## config.mk

```make
export PLATFORM = sky130hd
export DESIGN_NAME = rotate_imm_encoder
export DESIGN_NICKNAME = d
export VERILOG_FILES = /design/src/rtl/rotate_imm_encoder_pkg.sv /design/src/rtl/rotate_imm_encoder_rotl32.sv /design/src/rtl/rotate_imm_encoder.sv
export SDC_FILE = /design/constraint.sdc
export NUM_CORES = 1
export LEC_CHECK = 0
export ABC_AREA = 1
export CAP_MARGIN = 20
export CORE_MARGIN = 1
export CORE_UTILIZATION = 50
export CTS_BUF_LIST = sky130_fd_sc_hd__clkbuf_4 sky130_fd_sc_hd__clkbuf_8
export DETAILED_ROUTE_END_ITERATION = 8
export PLACE_DENSITY_LB_ADDON = 0.25
export SLEW_MARGIN = 0
export SYNTH_ARGS = -nofsm -noshare
export SYNTH_HDL_FRONTEND = slang
export SYNTH_SLANG_ARGS = --single-unit
```

## constraint.sdc

```tcl
create_clock -name clk -period 2.9 [get_ports clk]
set_clock_uncertainty 0.2 [all_clocks]
set_input_delay 0.58 -clock clk [delete_from_list [all_inputs] [get_ports clk]]
set_output_delay 0.58 -clock clk [all_outputs]
set_load 0.05 [all_outputs]
```

## src/rtl/rotate_imm_encoder_pkg.sv

```systemverilog
// Shared FSM state type and sizing constants for the rotated-immediate encoder.
package rotate_imm_encoder_pkg;

  typedef enum logic [1:0] {
    IDLE   = 2'd0,
    SEARCH = 2'd1,
    DONE   = 2'd2
  } state_t;

  localparam int ROT_STEPS = 16;
  localparam int IMM_WIDTH = 8;
  localparam int ROT_WIDTH = 4;

endpackage

```

## src/rtl/rotate_imm_encoder_rotl32.sv

```systemverilog
// 32-bit rotate-left by a 5-bit amount; purely combinational.
module rotl32 (
  input  logic [31:0] din,
  input  logic [4:0]  amt,
  output logic [31:0] dout
);

  logic [63:0] dbl;

  // Shifting the doubled word makes the bits that fall off the top reappear at the bottom.
  assign dbl  = {din, din} << amt;
  assign dout = dbl[63:32];

endmodule

```

## src/rtl/rotate_imm_encoder.sv

```systemverilog
// Searches rot=0..15 one per cycle for value == imm8 ROR (2*rot); done pulses one cycle after the match edge.
// Worst case 16 search cycles; start is ignored while busy and accepted in IDLE or DONE.
module rotate_imm_encoder
  import rotate_imm_encoder_pkg::*;
(
  input  logic        clk,
  input  logic        rst,
  input  logic        start,
  input  logic [31:0] value,
  output logic        busy,
  output logic        done,
  output logic        found,
  output logic [11:0] shift_operand
);

  state_t                 state, state_next;
  logic [31:0]            cap;
  logic [ROT_WIDTH-1:0]   rot;
  logic [31:0]            rotated;
  logic                   match;
  logic                   accept;
  logic                   last_rot;

  rotl32 u_rotl32 (
    .din  (cap),
    .amt  ({rot, 1'b0}),
    .dout (rotated)
  );

  assign match    = ~|rotated[31:IMM_WIDTH];
  assign last_rot = (rot == ROT_WIDTH'(ROT_STEPS - 1));
  assign busy     = (state == SEARCH);
  assign done     = (state == DONE);

  always_comb begin
    state_next = state;
    accept     = 1'b0;
    case (state)
      IDLE: begin
        if (start) begin
          accept     = 1'b1;
          state_next = SEARCH;
        end
      end
      SEARCH: begin
        if (match || last_rot) state_next = DONE;
      end
      DONE: begin
        accept     = start;
        state_next = start ? SEARCH : IDLE;
      end
      default: state_next = IDLE;
    endcase
  end

  always_ff @(posedge clk or posedge rst) begin
    if (rst) state <= IDLE;
    else     state <= state_next;
  end

  always_ff @(posedge clk or posedge rst) begin
    if (rst) begin
      cap           <= '0;
      rot           <= '0;
      found         <= 1'b0;
      shift_operand <= '0;
    end else if (accept) begin
      cap <= value;
      rot <= '0;
    end else if (state == SEARCH) begin
      if (match) begin
        found         <= 1'b1;
        shift_operand <= {rot, rotated[IMM_WIDTH-1:0]};
      end else if (last_rot) begin
        found         <= 1'b0;
        shift_operand <= '0;
      end else begin
        rot <= rot + 1'b1;
      end
    end
  end

endmodule

```

# ---- Word level (Yosys, flattened, before mapping)
# Index checks and enable logic that the tools add are counted.
dict set report totals {
  reg_bits 51
  in_bits 35
}
dict set report classes {
  addsub 1
  n_eq_ne 7
  n_shift 1
  n_mux 14
  bitwise_logic 1
  reduce_logical 9
}
# operator count
set op_table {}
lappend op_table {{64-bit by 5-bit << shifter with 64-bit output} 1}
lappend op_table {{12-bit two-way mux} 2}
lappend op_table {{24-bit OR reduction} 1}
lappend op_table {{4-bit two-way mux} 4}
lappend op_table {{2-bit != test, second input constant} 3}
lappend op_table {{2-bit case mux with 3 select lines} 1}
lappend op_table {{3-bit AND reduction} 2}
lappend op_table {{4-bit by 1-bit adder with 4-bit output, second input constant} 1}
lappend op_table {{4-bit == test, second input constant} 1}
lappend op_table {{1-bit two-way mux} 4}
lappend op_table {{2-bit two-way mux} 2}
lappend op_table {{2-bit nonzero test} 2}
lappend op_table {{2-bit by 1-bit == test with 1-bit output, second input constant} 1}
lappend op_table {{2-bit == test, second input constant} 1}
lappend op_table {{2-bit zero test} 1}
lappend op_table {{2-bit by 1-bit != test with 1-bit output, second input constant} 1}
lappend op_table {{1-bit case mux with 2 select lines} 1}
lappend op_table {{2-bit AND reduction} 1}
lappend op_table {{1-bit zero test} 1}
lappend op_table {{1-bit logical OR} 1}
lappend op_table {{1-bit NOT} 1}

# ---- Depth between registers and ports, before layout
dict set report depth {
  depth_word 6
  mapped_depth 18
  mapped_depth_nobuf 15
}

# ---- By module
# Synthesis repeated with hierarchy kept, for this count alone.
dict set report hier_totals {
  cells_unflattened 582
  hier_area_um2 4710.8
}
# mod instances cells_per_inst area_per_inst_um2
set modules_own_cells {}
lappend modules_own_cells {rotl32 1 392 2583.7}
lappend modules_own_cells {rotate_imm_encoder 1 190 2127.0}

# ---- Worst setup path before layout
# OpenSTA, ideal clock, no wires.
dict set report synth_timing {
  path_kind {reg2reg}
  startpoint {register rot[0]}
  endpoint {register shift_operand[0]}
  arrival_time_ns 1.766
  t_required_ns 2.580
  slack_ns 0.814
  stages_incl_launch_ff 18
  path_buffers 3
  period_less_slack_ns 2.086
  path_cell_list {dfrtp_1 buf_6 buf_2 nand2_1 nand3_1 nand2_1 nand2_1 nor2_1 inv_1 nand2_1 nand3_1 nand2_1 nand3_2 nand2_2 nand2_4 buf_6 nand2_1 nand2_1}
}
dict set report synth_between {
  elab_chain_len 4
}
# element line_no
set synth_lines {}
lappend synth_lines {{start: declaration} rotate_imm_encoder.sv:18} ;# logic [ROT_WIDTH-1:0] rot;
lappend synth_lines {{start signal: assignment} rotate_imm_encoder.sv:78} ;# rot <= rot + 1'b1;
lappend synth_lines {{64-bit by 5-bit << shifter with 64-bit output} rotate_imm_encoder_rotl32.sv:11} ;# assign dbl = {din, din} << amt;
lappend synth_lines {{24-bit OR reduction} rotate_imm_encoder.sv:30} ;# assign match = ~|rotated[31:IMM_WIDTH];
lappend synth_lines {{2-bit != test (no line)} n/a}
lappend synth_lines {{3-bit AND reduction (no line)} n/a}
lappend synth_lines {{end signal: assignment} rotate_imm_encoder.sv:73} ;# shift_operand <= {rot, rotated[IMM_WIDTH-1:0]};
lappend synth_lines {{end: declaration} rotate_imm_encoder.sv:13} ;# output logic [11:0] shift_operand
# Parallel ways exist; a longest one is shown, timed or not.
# A chain may end at the register's enable or synchronous reset.

# ---- Final worst setup path
dict set report layout_timing {
  startpoint {register rot[1]}
  endpoint {register shift_operand[4]}
}
# The elaborated chain is that of the path after synthesis.

==> flow_summary_export.csv <==
group,metric,value,unit
outcome,status,"finished, violations left",
outcome,violations,"design-rule violations",
setup_path,crit_arrival,2380,ps
clocking,clk_pin_slew,90,ps
setup_path,cp_max_fo,31,
power_and_ir_drop,powerDensity,1230,mW/mm2
power_and_ir_drop,seqPwrFrac,25.8,%
sta,setup_viol,0,
floorplan,start_util,52.6,%
sta,hold_viol,0,
grt,antenna_found_initial,0,
setup_path,endpoint_kind,"flip-flop",
setup_path,cpMostUsedCell,"nand2_1",
placement,placed_area,0.00388,mm2
power_and_ir_drop,ir_drop,0.000484,V
finish,seq_area,0.00128,mm2
finish,fillerInstances,657,
floorplan,design.core.area,0.00646,mm2
sta,rsz0062_at_grt,"no",
grt,grt_usage,25.2,%
power_and_ir_drop,power.switching,2520,uW
power_and_ir_drop,p_leak,0.00200,uW
setup_path,startpoint_type,"flip-flop",
synth,yosysMostFrequentCell,"nand2_1",
route,wl_per_cell,13.9,um
synth,ys.flop_type,"dfrtp_1",
clocking,cts_buffers,5,
setup_path,cp_slowest_cell,"dfrtp_1",
clocking,clock_latency,300,ps
setup_path,path_cells,"inv_2 -> nand3_1 -> nand2_1 -> nand2_1 -> nand2_1 -> nand2_1 -> nor2_1 -> nand2_1 -> nand2_1 -> nand3_2 -> nand2_2 -> nand2_4 -> nand2_1 -> nand2_1",
floorplan,pin_count,50,
power_and_ir_drop,p_int,2380,uW
clocking,root_buffer,"clkbuf_8",
floorplan,die_h,84.4,um
placement,gp_congestion,0.940,
route,ant_nets,0,
finish,area_growth,17.4,%
clocking,cts_tree,"yes",
finish,final_area,0.00399,mm2
route,drtIter0Drc,285,
placement,port_buffers,49,
synth,yosysWarnings,0,
grt,gr-total-overflow,0,
setup_path,crit_required,2890,ps
sta,setup_tns,0,ps
finish,drive_gt1_share,11.6,%
clocking,holdBufCountCts,0,
sta,whs,273,ps
synth,synth_commonest_cells,"205 x nand2_1, 104 x nand3_1, 51 x dfrtp_1",
route,drc,3,
synth,netlist.area_leader.share,37.6,%
synth,syn_area_per_cell,7.06,um2
sta,tightest_slew,541,ps
finish,diodes,0,
clocking,post_cts_buffers,0,
route,dr_total_vias,3280,
floorplan,rows,29,
sta,slew_viol_final,0,
synth,synth_edf_count,0,
route,drtPass1Iterations,9,
route,wl,8250,um
synth,synth-seq-cells,51,
setup_path,cpPeakStageDelay,400,ps
power_and_ir_drop,power_frac_clock,9.9,%
clocking,cts_max_level,2,
power_and_ir_drop,swShare,51.5,%
route,viasPerCell,5.52,
sta,fin_crit,2390,ps
synth,netlist_area,0.00340,mm2
sta,period_share,82.3,%
sta,relSlewSlack,63.9,%
clocking,cts-resized-gates,0,
sta,max_freq,0.419,GHz
synth,synth_nets,517,
synth,yosysTopAreaCell,"dfrtp_1",
synth,ys_types,23,
grt,grt_pass1_vias,3006,
grt,grt_pass1_wl,14300,um
setup_path,critical_path_class,"flip-flop to flip-flop",
clocking,cts_sinks,51,
synth,yosysSeqAreaShare,37.6,%
clocking,cts_max_path_buffers,2,
synth,synth_area_leaders,"dfrtp_1 38%, nand2_1 23%, nand3_1 15%",
finish,multi_input_area,0.00188,mm2
floorplan,die_w,84.4,um
synth,synth-async-reset-ratio,100,%
grt,grt_start_max_net_pins,38,
job,cap_viol_max_count,0,
synth,syn_inst,481,
min_path,min_path_type,"flip-flop to flip-flop",
placement,hpwl,6280,um
power_and_ir_drop,comb_power_share,64.3,%
floorplan,dieArea,0.00713,mm2
finish,final_net_count,553,
[power groups by stage]
stage / clock, uW / sequential, uW / combinational (uW)
floorplan: 0 / 1310 / 2380
global placement: 0 / 1270 / 3060
detailed placement: 0 / 1280 / 3120
CTS: 504 / 1270 / 3130
global route: 535 / 1310 / 3560
finish: 484 / 1270 / 3150
[worst paths after layout]
kind | from | end | slack, ps | depth (start not counted)
hold reg to reg | shift_operand[2] | shift_operand[2] | 270 | 2
setup reg to reg | rot[1] | shift_operand[4] | 510 | 14
min in group asynchronous | rst | shift_operand[5] | 440 | 2
hold / removal | shift_operand[2] | shift_operand[2] | 270 | 2
max in group asynchronous | rst | cap[30] | 1540 | 3
setup / recovery | rot[1] | shift_operand[4] | 510 | 14
[critical path, delay by kind of cell (launching register included)]
family | cells | cell delay [ps]
buffers and inverters | 1 | 380
flip-flops | 1 | 400
AND/OR/NAND/NOR | 13 | 1290
[cell usage in the layout (no fill, tap or decap), drive strengths merged]
cell type / Yosys / routed
nand2: 209 / 209
nand3: 105 / 105
dfrtp: 51 / 51
clkdlybuf4s50: 0 / 48
mux2: 32 / 32
nor2: 22 / 22
inv: 18 / 18
o21ai: 9 / 9
buf: 21 / 8
clkbuf: 6 / 6
a21oi: 3 / 3
xor2: 2 / 2
o21a: 1 / 1
and2: 1 / 1
ha: 1 / 1
bufinv: 0 / 1
[metal layers]
layer / GRT usage, % / up-vias / wire (um)
met5: 0 / - / 0
met4: 6.63 / 0 / 168
met3: 3.74 / 17 / 471
met2: 38.8 / 122 / 3780
met1: 37.1 / 1511 / 3820
li1: - / 1630 / -
[per-stage QoR]
step	total power (uW)	instances	worst slack (ps)	utilization, %
3_3_place_gp	4330	587	584	60.1
4_1_cts	4900	594	509	61.7
6_report	4900	594	514	61.7
3_5_place_dp	4400	587	541	60.1
5_1_grt	5400	594	271	61.7
2_1_floorplan	3700	481	814	-
[logic make-up after synthesis]
| logic type | Yosys count | synth area share, % |
|---|---|---|
| AO/OA/AOI/OAI | 13 | 1.99 |
| XOR/XNOR | 2 | 0.516 |
| adder cells (fa/ha/maj) | 1 | 0.368 |
| buffers and inverters | 45 | 6.93 |
| flip-flops | 51 | 37.6 |
| multiplexers | 32 | 10.6 |
| AND/OR/NAND/NOR | 337 | 42.0 |
[layout make-up]
cell class | instances | area share, %
flip-flops and latches | 51 | 32.0
repair buffers | 56 | 13.9
clock inverters | 1 | 0.753
multi-input cells | 385 | 47.3
inverters | 18 | 1.76
well taps | 77 | 2.42
clock buffers | 6 | 1.91
[sequential cells by signal, summed over array words and instances, names as in the netlist]
name / flops
shift_operand: 12
cap: 32
rot: 4
found: 1
state: 2
Power figures use the tool's default switching activity.
